File: src/rtl/shift_arbiter_pkg.sv
// Shared definitions for the two-requester shift-register arbiter.
package shift_arbiter_pkg;

    typedef enum logic [2:0] {
        ST_IDLE = 3'd0,
        ST_LOAD = 3'd1,
        ST_WAIT = 3'd2,
        ST_DONE = 3'd3,
        ST_ERR  = 3'd4
    } state_t;

    localparam int TIMEOUT_EXTRA_DEFAULT = 4;

    // Width able to hold values 0..limit inclusive.
    function automatic int cnt_width(input int limit);
        return (limit < 1) ? 1 : $clog2(limit + 1);
    endfunction

endpackage

File: src/rtl/shift_arbiter_rr_select2.sv
// Two-way round-robin selector: the requester that did not win last time
// takes priority when both are asking.
module rr_select2 (
    input  logic [1:0] req,
    input  logic       lastGrant,
    output logic       winner,
    output logic       valid
);

    // Pick the winner purely from the current request pattern and history.
    always_comb begin
        valid  = |req;
        winner = 1'b0;
        case (req)
            2'b01:   winner = 1'b0;
            2'b10:   winner = 1'b1;
            2'b11:   winner = ~lastGrant;
            default: winner = 1'b0;
        endcase
    end

endmodule

File: src/rtl/shift_arbiter.sv
// Arbitrates two word sources onto one external shift register, sequencing
// load, completion wait with timeout, and sticky error reporting.
//
//   state | meaning
//   IDLE  | no transfer; sample req and grant a winner
//   LOAD  | one-cycle load strobe to the shift register
//   WAIT  | waiting for shiftComplete, timeout counter running
//   DONE  | one-cycle completion pulse
//   ERR   | one-cycle timeout state, sets sticky errFlag
module shift_arbiter
    import shift_arbiter_pkg::*;
#(
    parameter int bitLength    = 16,
    parameter int timeoutExtra = TIMEOUT_EXTRA_DEFAULT
) (
    input  logic                 shiftClk,
    input  logic                 reset,
    input  logic [1:0]           req,
    input  logic [bitLength-1:0] dataIn0,
    input  logic [bitLength-1:0] dataIn1,
    input  logic                 shiftComplete,
    output logic [1:0]           ack,
    output logic                 loadData,
    output logic [bitLength-1:0] dataBus,
    output logic                 busy,
    output logic                 activeSrc,
    output logic                 donePulse,
    output logic                 errFlag
);

    localparam int LIMIT = bitLength + timeoutExtra;
    localparam int CNT_W = cnt_width(LIMIT);
    // Leaving WAIT from this count puts ERR exactly LIMIT cycles after LOAD.
    localparam logic [CNT_W-1:0] TIMEOUT_LAST = CNT_W'(LIMIT - 2);

    state_t               state, state_next;
    logic [CNT_W-1:0]     cnt_q, cnt_d;
    logic                 last_q, last_d;
    logic [1:0]           ack_q, ack_d;
    logic                 load_q, load_d;
    logic [bitLength-1:0] data_q, data_d;
    logic                 busy_q, busy_d;
    logic                 src_q, src_d;
    logic                 done_q, done_d;
    logic                 err_q, err_d;
    logic                 winner;
    logic                 grant_valid;

    rr_select2 u_rr_select2 (
        .req       (req),
        .lastGrant (last_q),
        .winner    (winner),
        .valid     (grant_valid)
    );

    // Next-state and next-output decode; outputs are registered below.
    always_comb begin
        state_next = state;
        cnt_d      = cnt_q;
        last_d     = last_q;
        ack_d      = 2'b00;
        load_d     = 1'b0;
        data_d     = data_q;
        src_d      = src_q;
        done_d     = 1'b0;
        err_d      = err_q;
        case (state)
            ST_IDLE: begin
                if (grant_valid) begin
                    state_next = ST_LOAD;
                    ack_d      = winner ? 2'b10 : 2'b01;
                    data_d     = winner ? dataIn1 : dataIn0;
                    src_d      = winner;
                    last_d     = winner;
                    load_d     = 1'b1;
                end
            end
            ST_LOAD: begin
                state_next = ST_WAIT;
                cnt_d      = '0;
            end
            ST_WAIT: begin
                cnt_d = cnt_q + CNT_W'(1);
                // The first WAIT cycle may still see a stale completion flag.
                if ((cnt_q != '0) && shiftComplete) begin
                    state_next = ST_DONE;
                    done_d     = 1'b1;
                end else if (cnt_q == TIMEOUT_LAST) begin
                    state_next = ST_ERR;
                    err_d      = 1'b1;
                end
            end
            ST_DONE: state_next = ST_IDLE;
            ST_ERR:  state_next = ST_IDLE;
            default: state_next = ST_IDLE;
        endcase
        busy_d = (state_next != ST_IDLE);
    end

    // State and registered outputs; reset overrides any transfer in flight.
    always_ff @(posedge shiftClk) begin
        if (reset) begin
            state  <= ST_IDLE;
            cnt_q  <= '0;
            last_q <= 1'b1;
            ack_q  <= 2'b00;
            load_q <= 1'b0;
            data_q <= '0;
            busy_q <= 1'b0;
            src_q  <= 1'b0;
            done_q <= 1'b0;
            err_q  <= 1'b0;
        end else begin
            state  <= state_next;
            cnt_q  <= cnt_d;
            last_q <= last_d;
            ack_q  <= ack_d;
            load_q <= load_d;
            data_q <= data_d;
            busy_q <= busy_d;
            src_q  <= src_d;
            done_q <= done_d;
            err_q  <= err_d;
        end
    end

    assign ack       = ack_q;
    assign loadData  = load_q;
    assign dataBus   = data_q;
    assign busy      = busy_q;
    assign activeSrc = src_q;
    assign donePulse = done_q;
    assign errFlag   = err_q;

endmodule

File: config.mk
export PLATFORM = sky130hd
export DESIGN_NAME = shift_arbiter
export DESIGN_NICKNAME = d
export VERILOG_FILES = /design/src/rtl/shift_arbiter_pkg.sv /design/src/rtl/shift_arbiter_rr_select2.sv /design/src/rtl/shift_arbiter.sv
export SDC_FILE = /design/constraint.sdc
export NUM_CORES = 1
export LEC_CHECK = 0
export CAP_MARGIN = 0
export CORE_MARGIN = 1
export CORE_UTILIZATION = 45
export CTS_BUF_LIST = sky130_fd_sc_hd__clkbuf_2 sky130_fd_sc_hd__clkbuf_4 sky130_fd_sc_hd__clkbuf_8
export CTS_CLUSTER_DIAMETER = 40
export DETAILED_ROUTE_END_ITERATION = 12
export GPL_TIMING_DRIVEN = 0
export PLACE_DENSITY = 0.88
export SETUP_SLACK_MARGIN = 0.1
export SLEW_MARGIN = 10
export SYNTH_ARGS = -nofsm -noshare
export SYNTH_HDL_FRONTEND = slang
export SYNTH_SLANG_ARGS = --single-unit
File: constraint.sdc
create_clock -name shiftClk -period 2.2 [get_ports shiftClk]
set_clock_uncertainty 0.15 [all_clocks]
set_input_delay 0.55 -clock shiftClk [delete_from_list [all_inputs] [get_ports shiftClk]]
set_output_delay 0.55 -clock shiftClk [all_outputs]
set_load 0.01 [all_outputs]
Word-level counts from Yosys, hierarchy flattened --
Index checks and enable logic that the tools add are counted.
Storage, ports and cells: flip-flop bits (word level) 32, input port bits 37, logic and storage cells 42, output and inout port bits 23
Operators by class: eq/ne operators 5, bitwise operators 5, mux-type cells 10, $add $sub $neg 1, reduce and logical (&&, ||, !) cells 11
Operators by type and width (number):
- $mux W16 | 1
- $pmux W5 S2 | 1
- $mux W3 | 3
- $pmux W3 S3 | 1
- $reduce_or A2 Y1 | 3
- $add A5 B1 Y5 const B | 1
- $eq A5 B5 Y1 const B | 1
- $not A1 Y1 | 5
- $reduce_bool A5 Y1 | 1
- $eq A2 B2 Y1 const B | 2
- $eq A3 B1 Y1 const B | 1
- $eq A3 B2 Y1 const B | 1
- $logic_not A3 Y1 | 1
- $reduce_and A3 Y1 | 1
- $reduce_bool A3 Y1 | 1
- $reduce_or A3 Y1 | 1
- $mux W1 | 2
- $mux W2 | 1
- $pmux W1 S2 | 1
- $reduce_and A2 Y1 | 1
- $reduce_bool A2 Y1 | 1
- $logic_and A1 B1 Y1 | 1

Logic depth before layout (Yosys ltp) --
Gate-level depths: netlist (run 1).
depth after elaboration 5, mapped depth 7

By module --
From an unflattened synthesis (run 1), not the netlist that was laid out.
Unflattened totals: cells, all modules 151, area total of the unflattened synthesis 1532.7 um^2
Modules (own cells, without submodules):
- shift_arbiter | instances 1, cells each 149, area an instance 1519.0 um^2
- rr_select2 | instances 1, cells each 2, area an instance 13.8 um^2

Worst setup path before layout (run 1) --
OpenSTA, ideal clock, no wires.
path type register -> register, start register state[1], end register data_q[1] (netlist: dataBus[1]), stages on the path, launching flop included 8, buffers on the path 4, arrival time 1.688 ns, data required time 1.964 ns, library setup time 0.086 ns, setup slack 0.276 ns, path through dfxtp_1 buf_6 or3_1 buf_6 or3_1 buf_6 buf_6 a221oi_2
Between the ends: cells in the longest elaborated chain, start to end 2
RTL lines:
- from (decl) | RTL line shift_arbiter.sv:36 | state_t state, state_next;
- from (signal assigned) | RTL line shift_arbiter.sv:114 | state <= state_next;
- $logic_not A3 Y1 | RTL line shift_arbiter.sv:67 | case (state)
- $reduce_and A2 Y1 (no source line)
- to (signal assigned) | RTL line shift_arbiter.sv:119 | data_q <= data_d;
- to (decl) | RTL line shift_arbiter.sv:41 | logic [bitLength-1:0] data_q, data_d;
Every way passes these cells. A chain may end at the register's enable or synchronous reset.

Final worst setup path (run 1) --
start register state[1], end register data_q[8] (netlist: dataBus[8])
The elaborated chain is that of the path after synthesis.

==> metrics, run 1 <==
core area 3360 µm²; hold crit path type reg2reg; CP max FO 10; largest net degree at the start of global routing 11; slowest stage cell on the critical path or3_1; setup_tns 0 ns; CP Buf/Inv Count 4; hold buffer count at cts 0; H-tree depth 2; GRT Overall Usage 21.9%; Power per Cell Area 657 nW/µm²; Via density 5.39; commonest cells in the netlist dfxtp_1 (32), inv_1 (21), nand2b_1 (17), nor3_1 (17); Final Hold Fails 0; DP Area 2230 µm²; area share of the largest cell type after synthesis between 40% and 50%; footprint of the multi-input gates 781 µm²; router iterations before antenna repair 4; post-DP HPWL 2730 µm; DR vias ~1500; 1st-iter DRT viols 79; worst vdd ir 0.483 mV; Sequential Power Share around 46%; fraction of registers with async set/reset 0%; Max transition margin 65.5%; crit-path cells buf_6 > or3_1 > buf_6 > or3_1 > buf_6 > buf_6 > a221oi_2; RSZ-0062 raised after global routing no; Post-Syn Area ~1600 µm²; n_diodes 0; Most common cell on crit path buf_6; initial antenna violation count 0; first-pass GRT wire length 6040 µm; synthesis-to-layout area growth 44.2%; CP peak stage delay around 0.35 ns; Net Count, Synth 212; synth warn 0; total of fill cells in the finished design between 200 and 300; max-slew violation count 0; final antenna-violating net count 0; Pleak between 0.0008 and 0.0009 µW; GP Congestion about 0.8; fraction of layout cells with a size suffix above 1 12.7%; Avg Synthesized Cell Area slightly above 9 µm²; die height a little over 60 µm; Seq/Total Area, Yosys 40.4%; Longest Clk Path Bufs 2; clock transition at the registers of the reported paths 0.10 ns; startpoint types flip-flop; IO Pins 60; number of CTS-inserted buffers 5; routed wire length about 3800 µm; crit path kind reg2reg; postcts setup bufs 0; Post-synth top flop dfxtp_1; total grt overflow 0; Final Instance Count excl. Fillers 283; Post-synth EDFFs 0; area leader, netlist dfxtp_1; Post-route DRC 0; Worst-Margin Slew 0.518 ns; synthesized instance count around 170; initial core utilization 47.1%; CP required 2.31 ns; Setup Viol. Count Final 0; combinational group share of total power 32.0%; IO buf count 59; Die Width around 61 µm; Int Pwr 1050 µW; number of synthesized register bits 32; distinct cell type count after synthesis 33; Placed Instances 277; register area around 640 µm²; Cell Rows 21; number of max-cap violations 0; root cell of the clock tree clkbuf_4; fmax roughly 0.50 GHz; CP arrival 2.13 ns; ranking of synthesized cells by area dfxtp_1 (40%), a221oi_2 (8.5%), nand2b_1 (6.7%); Sw Pwr 447 µW; # clock sinks 32; Crit. End Element flip-flop; minimum clock period 2.02 ns; nets@finish 277; drt wl/cell 13.4 µm; CTS tree built; CP top delay family simple AND/OR/NAND/NOR gates; Sw Ratio about 30%; Design Area, Final approximately 2300 µm²; Die Area between 3000 and 4000 µm²; clock power share a little over a fifth; status finished clean; Final Cycle Share approximately nine tenths; count leader, synth dfxtp_1; clk_lat worst skew 0.33 ns; vias in the first global route 1405
power groups by stage:
stage / Sequential [µW] / Combinational, µW / Clock (µW)
2_1_floorplan: 731 / 216 / 0
4_1_cts: 693 / 485 / 326
6_report: 693 / 481 / 328
3_3_place_gp: 702 / 472 / 0
5_1_grt: 703 / 522 / 356
3_5_place_dp: 704 / 481 / 0
layout make-up:
cell class	instances	share of cell area (%)
clock buffer	6	1.97
sequential	32	28.1
tap	46	2.52
buffer	13	3.67
multi-input combinational	105	34.2
timing repair buffer	59	25.9
clock inverter	1	0.219
inverter	21	3.45
sequential cells by signal (all words and copies together), names as in the netlist:
register   flops
ack            2
busy           1
loadData       1
state          3
donePulse      1
errFlag        1
last_q         1
cnt_q          5
activeSrc      1
dataBus       16
path summary, 6_finish.rpt:
| check | startpoint | cells after the start | end | slack, ns |
|---|---|---|---|---|
| max | state[1] | 7 | dataBus[8] | 0.18 |
| max reg2reg | state[1] | 7 | dataBus[8] | 0.18 |
| min reg2reg | activeSrc | 2 | activeSrc | 0.31 |
| min | activeSrc | 2 | activeSrc | 0.31 |
metrics by stage:
step | total power, µW | setup WS, ns | util (%) | hold slack [ns]
5_1_grt | 1580 | 0.101 | 67.9 | 0.357
3_5_place_dp | 1180 | -0.306 | 66.4 | 0.304
3_3_place_gp | 1170 | -0.307 | 66.4 | 0.301
6_report | 1500 | 0.180 | 67.9 | 0.313
4_1_cts | 1500 | 0.152 | 68.0 | 0.320
2_1_floorplan | 947 | 0.276 | - | 0.329
routing by layer:
metal / global-route usage [%] / routed length, µm / vias to the layer above
met5: 0 / 0 / -
met3: 6.93 / 238 / 11
met2: 39.3 / 1890 / 47
li1: - / - / 744
met4: 7.62 / 76 / 0
met1: 24.5 / 1580 / 723
tightest hold or removal path, stage by stage, from the launching register on:
cell     delay, ns
dfxtp_1       0.32
nand2_1       0.05
a21oi_1       0.05
cells by family after synthesis:
group	share of synthesized area, %
simple gates	27.0
buf+inv	10.3
flops	40.4
compound gates	18.5
fa+ha+maj	2.37
mux	1.42
cells in the final DEF, fill, tap and decap left out, types with 2 or more instances in the layout:
| master | n |
|---|---|
| nand3_1 | 2 |
| nor4bb_1 | 2 |
| nand2_1 | 3 |
| a221oi_2 | 9 |
| ha_1 | 3 |
| clkbuf_1 | 7 |
| clkbuf_4 | 6 |
| nor2_1 | 7 |
| a211oi_1 | 2 |
| o21ai_0 | 3 |
| nand2b_1 | 17 |
| nor4_1 | 4 |
| clkdlybuf4s50_1 | 59 |
| mux2_2 | 2 |
| dfxtp_1 | 31 |
| buf_6 | 4 |
| nor3_1 | 17 |
| inv_1 | 21 |
| nor3b_1 | 6 |
| or3_1 | 2 |
| a221oi_1 | 7 |
| or4b_2 | 3 |
| a21oi_1 | 3 |
| nor4b_1 | 3 |
what timing repair did:
item | CTS | global route
gates resized for setup | 2 | 1
endpoints found under the setup margin | 10 | 10
pin swaps | 0 | 1
No activity file was read; power rests on OpenSTA's default activity.
==> run 2: changes to the inputs <==
CORE_UTILIZATION = 53   (was 45)
DONT_BUFFER_PORTS = 1   (was not set)
PLACE_DENSITY = 0.74   (was 0.88)
==> run 2 against run 1 <==
Against the previous run: the flow now finishes with violations (DRC); via count is 17% lower; core utilization decreased by 7.4 points; final cell count is 25% lower; setup slack got worse by 0.014 ns; critical path depth is the same; combinational power fell by 45%; global-route usage up 1.1 points; critical path type unchanged; largest power group unchanged.
==> metrics, run 2 (synthesized netlist as in run 1, its figures left out) <==
max-slew violation count 0 (unchanged); IO Pins 60 (unchanged); synthesis-to-layout area growth 7.11%; first-pass GRT wire length 5630 µm (-6.7%); CP required 2.30 ns (about the same); postcts setup bufs 0 (unchanged); CTS tree built; # clock sinks 32 (unchanged); CP arrival 2.13 ns (about the same); root cell of the clock tree clkbuf_4; minimum clock period 2.03 ns (+0.0138 ns); register area 642 µm² (unchanged); fraction of layout cells with a size suffix above 1 17.2% (+4.6 points); CP max FO 10 (unchanged); routed wire length 3450 µm (-9.0%); Max transition margin 70.5% (+5.1 points); DR vias 1268 (-17%); 1st-iter DRT viols 72 (-8.9%); Reg-to-Reg Start state[1]; Die Width 56.7 µm (-7.6%); max reg flops 16 (unchanged); Final Hold Fails 0 (unchanged); Post-route DRC 15 (+15); Cell Rows 19 (-9.5%); largest net degree at the start of global routing 11 (unchanged); core area 2810 µm² (-17%); R2R Setup Slk 0.17 ns (about the same); failing checks DRC; R2R depth 7 (unchanged); most frequent cells in the layout dfxtp_1 (31), inv_1 (21), nor3_1 (17), nand2b_1 (17); crit path kind reg2reg; Util after Layout 60.5% (-7.4 points); total grt overflow 0 (unchanged); status finished, violations left; hold crit path type in2reg; vias in the first global route 1281 (-8.8%); Critical Path Start state[1]; Hold Slack 0.202 ns (-0.111 ns); final antenna-violating net count 0 (unchanged); Worst-Margin Slew 0.431 ns (-0.0871 ns); IO buf count 0 (-100%); setup_tns 0 ns (unchanged); RR Endpoint dataBus[2]; clock transition at the registers of the reported paths 0.10 ns (about the same); initial antenna violation count 0 (unchanged); router iterations before antenna repair 8 (+4); Power per Cell Area 797 nW/µm² (+21%); commonest non-fill, non-tap cell in the layout dfxtp_1; GP Congestion 0.843 (+4.7%); Longest Clk Path Bufs 2 (unchanged); end of the critical path dataBus[2]; Pleak 0.000646 µW (-25%); RSZ-0062 raised after global routing yes; Final Cycle Share 92.4% (+0.63 points); die height 56.7 µm (-7.6%); Die Area 3210 µm² (-15%); number of CTS-inserted buffers 5 (unchanged); number of max-cap violations 0 (unchanged); drt wl/cell 16.3 µm (+22%); GRT Overall Usage 23.1% (+1.1 points); clk_lat worst skew 0.34 ns (about the same); footprint of the multi-input gates 786 µm² (+0.64%); n_diodes 0 (unchanged); Crit. End Element flip-flop; fmax 0.492 GHz (-0.68%); nets@finish 219 (-21%); post-route setup slack 0.167 ns (-0.0138 ns); Via density 6.01 (+12%); initial core utilization 56.5% (+9.4 points); Hold Path Depth 2 (unchanged); DP Area 1620 µm² (-27%); H-tree depth 2 (unchanged); startpoint types flip-flop; total of fill cells in the finished design 249 (-9.1%); Setup Slack @ Placement 0.0985 ns (+0.405 ns); Design Area, Final 1700 µm² (-26%); hold buffer count at cts 0 (unchanged); worst vdd ir 0.427 mV (-12%); Setup Viol. Count Final 0 (unchanged); post-DP HPWL 2590 µm (-5.2%)
## run 2: critical path, stage by stage, from the launching register on
cell,delay (ns)
dfxtp_1,0.32
buf_6,0.13
or3_4,0.33
buf_6,0.15
or3_1,0.36
buf_6,0.15
buf_8,0.15
a221oi_2,0.22
## run 2: power by group
group	switching [µW]	internal, µW	total, µW
combinational	143	123	266
sequential	80.1	653	733
clock	202	152	354
total	425	928	1350
## run 2: per-stage QoR
step                cells  power (µW)
floorplan             172         947
global placement      203         988
detailed placement    203        1010
CTS                   211        1360
global route          211        1430
finish                211        1350
## run 2: how the worst min path moves through the flow
stage / end / slack [ns] / startpoint
floorplan: last_q / 0.33 / last_q
global placement: activeSrc / 0.34 / activeSrc
detailed placement: activeSrc / 0.36 / activeSrc
CTS: dataBus[0] / 0.19 / dataIn0[0]
global route: dataBus[2] / 0.19 / dataIn0[2]
finish: dataBus[3] / 0.20 / dataIn0[3]
## run 2: metal layers
metal / part of all wire [%] / up-vias / GRT usage [%]
li1: - / 628 / -
met1: 41 / 590 / 25.8
met2: 49 / 44 / 38.9
met3: 7.9 / 6 / 9.68
met4: 1.2 / 0 / 8.21
met5: 0 / - / 0
## run 2: repair_timing
| item | 4_1_cts | 5_1_grt |
|---|---|---|
| pin swaps | 0 | 2 |
| gates resized for setup | 1 | 3 |
| endpoints found under the hold margin | 0 | 0 |
| setup endpoints to repair | 1 | 11 |
## run 2: layout make-up
cell class                      count  share of cell area, %
Tap cell                           31                   2.29
Clock buffer                        6                   3.02
Clock inverter                      2                  0.590
Buffer                             14                   5.31
Multi-Input combinational cell    105                   46.3
Inverter                           21                   4.65
Sequential cell                    32                   37.8
